**config.mk**
```make
export PLATFORM = sky130hd
export DESIGN_NAME = muldiv_ctrl
export DESIGN_NICKNAME = d
export VERILOG_FILES = /design/src/rtl/muldiv_ctrl.sv
export SDC_FILE = /design/constraint.sdc
export NUM_CORES = 2
export LEC_CHECK = 0
export ABC_AREA = 0
export CAP_MARGIN = 25
export CORE_UTILIZATION = 45
export CTS_CLUSTER_DIAMETER = 150
export DETAILED_ROUTE_END_ITERATION = 16
export PLACE_DENSITY = 0.62
export SYNTH_ARGS = -nofsm -noshare
export SYNTH_HDL_FRONTEND = slang
export SYNTH_SLANG_ARGS = --single-unit
```
**constraint.sdc**
```tcl
create_clock -name clk -period 14.95 [get_ports clk]
set_input_delay 2.99 -clock clk [delete_from_list [all_inputs] [get_ports clk]]
set_output_delay 2.99 -clock clk [all_outputs]
set_load 0.02 [all_outputs]
```
**src/rtl/muldiv_ctrl.sv**
```systemverilog
// muldiv_ctrl: HI/LO sequencer for MULT/MULTU/DIV/DIVU that owns the HI/LO write port and merges MTHI/MTLO writes.
// When MULDIV_DIV_EARLY_EXIT_EN is defined, a divide by zero or |dividend| < |divisor| skips the iterative divide.
module muldiv_ctrl #(
   parameter int MULT_LAT = 3
) (
   input  logic        clk,
   input  logic        resetn,
   input  logic        start_valid,
   input  logic [1:0]  op,
   input  logic [31:0] src_a,
   input  logic [31:0] src_b,
   input  logic        flush,
   input  logic        mt_we,
   input  logic        mt_hi,
   input  logic [31:0] mt_data,
   output logic        busy,
   output logic        done,
   output logic [1:0]  hilo_we,
   output logic [31:0] hi_wdata,
   output logic [31:0] lo_wdata
);
   typedef enum logic [1:0] {IDLE, MUL, DIV, FIX} state_t;
   state_t state, state_d;
   logic [1:0] op_q;
   logic [31:0] a_q, b_q, mb_q, dvd_q, rem_q;
   logic sa_q, sb_q;
   logic [4:0] cnt;
   logic accept, in_sa, in_sb, early, res, ge;
   logic [31:0] in_ma, in_mb, quo, rmd, div_hi, div_lo;
   logic [32:0] sh;
   logic [63:0] ma, mb, prod;
   assign accept = start_valid & ~flush;
   assign in_sa = ~op[0] & src_a[31];
   assign in_sb = ~op[0] & src_b[31];
   assign in_ma = in_sa ? -src_a : src_a;
   assign in_mb = in_sb ? -src_b : src_b;
`ifdef MULDIV_DIV_EARLY_EXIT_EN
   assign early = op[1] & ((src_b == '0) | (in_ma < in_mb));
`else
   assign early = 1'b0;
`endif
   assign sh = {rem_q, dvd_q[31]};
   assign ge = sh >= {1'b0, mb_q};
   assign ma = {{32{~op_q[0] & a_q[31]}}, a_q};
   assign mb = {{32{~op_q[0] & b_q[31]}}, b_q};
   assign prod = ma * mb;
   assign quo = (sa_q ^ sb_q) ? -dvd_q : dvd_q;
   assign rmd = sa_q ? -rem_q : rem_q;
   assign div_lo = (b_q == '0) ? '1 : quo;
   assign div_hi = (b_q == '0) ? a_q : rmd;
   // state register
   always_ff @(posedge clk) begin
      if (!resetn) state <= IDLE;
      else state <= state_d;
   end
   // next state and result-cycle detection; flush overrides everything
   always_comb begin
      state_d = state;
      res = 1'b0;
      case (state)
         IDLE: if (accept) state_d = op[1] ? (early ? FIX : DIV) : MUL;
         MUL: if (cnt == 5'd0) begin
            state_d = IDLE;
            res = 1'b1;
         end
         DIV: if (cnt == 5'd0) state_d = FIX;
         default: begin
            state_d = IDLE;
            res = 1'b1;
         end
      endcase
      if (flush) begin
         state_d = IDLE;
         res = 1'b0;
      end
   end
   assign busy = state != IDLE;
   assign done = res;
   assign hilo_we = res ? 2'b11 : {mt_we & mt_hi, mt_we & ~mt_hi};
   assign hi_wdata = res ? (op_q[1] ? div_hi : prod[63:32]) : mt_data;
   assign lo_wdata = res ? (op_q[1] ? div_lo : prod[31:0]) : mt_data;
   // operand capture, multiply countdown and one restoring divide step per cycle
   always_ff @(posedge clk) begin
      if (!resetn) begin
         op_q <= '0;
         a_q <= '0;
         b_q <= '0;
         mb_q <= '0;
         dvd_q <= '0;
         rem_q <= '0;
         sa_q <= 1'b0;
         sb_q <= 1'b0;
         cnt <= '0;
      end else if (state == IDLE) begin
         if (accept) begin
            op_q <= op;
            a_q <= src_a;
            b_q <= src_b;
            mb_q <= in_mb;
            sa_q <= in_sa;
            sb_q <= in_sb;
            dvd_q <= early ? '0 : in_ma;
            rem_q <= early ? in_ma : '0;
            cnt <= op[1] ? 5'd31 : 5'(MULT_LAT - 1);
         end
      end else if (state == MUL) begin
         cnt <= cnt - 5'd1;
      end else if (state == DIV) begin
         cnt <= cnt - 5'd1;
         rem_q <= ge ? 32'(sh - {1'b0, mb_q}) : sh[31:0];
         dvd_q <= {dvd_q[30:0], ge};
      end
   end
endmodule

```
==> impl_results.md <==
- Post-CTS Setup Repair Bufs: 0
- CTS Hold Bufs: 0
- IO Pins: 172
- Syn_nets: 7411
- Worst path required time: 11.96 ns
- Final setup vio count: 0
- CP bufs+invs: 7
- Top FF cell, synth: dfxtp_1
- Hold/Removal Path Class: reg -> reg
- Startpoint types: register
- Root Buffer: clkbuf_16
- CTS Sinks: 170
- Dominant cell type by area after synthesis: fa_1
- Max Cap Viol: 0
- Worst Skew: 0.01117 ns
- Final WL: 157.6 mm
- Final core occ: 0.4873
- Row cnt: 122
- H-tree depth: 4
- Vias per Instance: 5.480
- Power per cell area: 38.80 nW/um^2
- Worst setup EP type: output pin
- Flops & latches, synth: 170
- GRT Util Overall: 0.2877
- VDD IR max: 0.00007580 V
- Post-synth EDFFs: 0
- Avg Cell Area, Syn: 8.543 um^2
- Outcome: finished, final reports clean
- Setup TNS: 0 ns
- Core area: 111100 um^2
- Drt first pass iters: 6
- Largest net degree at the start of global routing: 87
- Cell leakage power: 25.98 nW
- Tmin final: 13.11 ns
- Routability cong.: 0.9874
- Slowest cell on crit path: clkdlybuf4s50_1
- Max clock buf depth: 2
- Final Power: 2.101 mW
- Setup CP Type: reg -> out
- Chip height: 337.6 um
- Most common cell after layout, fill and taps aside: inv_1
- Detailed Place HPWL: 126.2 mm
- Drc violations: 0
- ANT nets after route: 0
- Number of nets in the layout: 7310
- Most frequent cells in the layout: inv_1 (1173), fa_1 (1126), nand2_1 (1024)
- CP max FO: 30
- Initial antenna violation count: 9
- First-pass GRT wire length: 249.4 mm
- Final Hold Vio Count: 0
- Post-synth cell types: 83
- RSZ-0062 raised after global routing: no
- CTS tree: done
- Layout cells sized above 1: 0.02944
- Slew margin rel.: 0.2453
- Clk_lat worst skew: 0.46 ns
- Die X: 337.6 um
- Initial Utilization: 0.4560
- Via count: 40200
- Yosys warns: 0
- Fmax: 76.27 MHz
- R2R setup slack: 11.01 ns
- Async SR Flop Fraction: 0
- Drt wl/cell: 21.48 um
- Sequential area share after synthesis: 0.06716
- Max stage delay on crit path: 0.72 ns
- Arrival time worst endpoint: 10.12 ns
- Max-slew violation count: 0
- Worst-margin pin slew: 1.122 ns
- P&R area growth vs syn: 6.872%
- Port bufs: 171
- Synth Instances: 5931
- Die area: 113900 um^2
- GRT overflow: 0
- Period utilisation layout: 0.8770
- CTS clk-pin slew, worst paths: 0.08 ns
- Mapped cell area: 50670 um^2
- Top cells by area, synth: fa_1 (44%), inv_1 (8.7%), nand2_1 (7.6%), dfxtp_1 (6.7%), ha_1 (6.2%)
- Fillers: 10890
- Most numerous cell on the critical path: fa_1
- Crit path max-delay family: adder cells
- Post-synth top area share: 0.4449
- Num CTS Buffers: 17
- Number of DRC markers in iteration 0: 3228
- Vias in the first global route: 42590
- # resized after CTS: 0
through the flow:
| stage | hold WS, ns | setup slack (ns) | cells | area, um^2 |
|---|---|---|---|---|
| after floorplan | 0.4701 | 3.419 | 5931 | 50670 |
| after global placement | 0.4513 | 2.496 | 7296 | 53490 |
| after detailed placement | 0.4608 | 2.423 | 7298 | 53540 |
| after CTS | 0.4711 | 1.897 | 7330 | 54110 |
| after global routing | 0.4876 | 1.277 | 7331 | 54140 |
| final | 0.4680 | 1.838 | 7336 | 54150 |
final cells by class:
class / instances / area [um^2] / area share
Sequential cell: 170 / 3408 / 0.06294
Antenna cell: 5 / 12.51 / 0.0002310
Clock inverter: 12 / 130.1 / 0.002403
Inverter: 1174 / 4408 / 0.08140
Timing Repair Buffer: 270 / 2500 / 0.04616
Tap cell: 1488 / 1862 / 0.03438
Clock buffer: 20 / 446.7 / 0.008248
Multi-Input combinational cell: 4197 / 41390 / 0.7642
routing by layer:
layer,track usage,part of all wire,vias up
li1,-,-,17790
met1,0.3737,0.40,20680
met2,0.4875,0.49,1435
met3,0.04073,0.068,288
met4,0.1047,0.043,10
met5,0,0.00049,-
flip-flops by register name (all words and copies together) (netlist names):
register	cells
rem_q	32
sa_q	1
op_q	2
a_q	32
b_q	32
state	2
mb_q	31
dvd_q	32
sb_q	1
cnt	5
final timing paths:
kind	start	to	depth (start not counted)
min	b_q[17]	b_q[17]	2
min reg2reg	b_q[17]	b_q[17]	2
max	op_q[0]	hi_wdata[31]	28
max reg2reg	b_q[0]	rem_q[14]	13
power by group:
part           switching (mW)  total, mW  internal, mW
combinational           0.732       1.13         0.400
clock                   0.222      0.461         0.240
sequential             0.0325      0.508         0.475
total                   0.986       2.10          1.12
worst reg2reg max path: stages (launching register included):
cell and delay (ns):
dfxtp_1 0.31, buf_4 0.41, ha_1 0.29, nor2b_1 0.06, o21ai_0 0.23, a21boi_1 0.15
o31a_1 0.39, a31oi_4 0.24, a311oi_1 0.16, o311a_1 0.41, nor2b_4 0.36, buf_4 0.47
mux2i_1 0.26, o21ai_1 0.07
cell families (layout without fill, tap and decap cells):
family / count (synthesis) / after routing / synth area share
buffers and inverters: 1564 / 1476 / 0.1167
adder cells (fa/ha/maj): 1376 / 1376 / 0.5066
multiplexers: 42 / 42 / 0.008321
AND/OR/NAND/NOR: 1807 / 1807 / 0.1662
flip-flops: 170 / 170 / 0.06716
AO/OA/AOI/OAI: 772 / 772 / 0.1004
other: 0 / 5 / 0
XOR/XNOR: 200 / 200 / 0.03457
synth_stat cells, drive strengths merged, types with 41 or more instances:
| master | count |
|---|---|
| clkbuf | 374 |
| dfxtp | 170 |
| a21boi | 84 |
| and2 | 385 |
| nor2 | 142 |
| mux2i | 41 |
| xnor2 | 97 |
| a21o | 55 |
| xor2 | 103 |
| nand2 | 1026 |
| ha | 250 |
| o21ai | 208 |
| inv | 1173 |
| a21oi | 156 |
| fa | 1126 |
No activity file was read; power rests on OpenSTA's default activity.
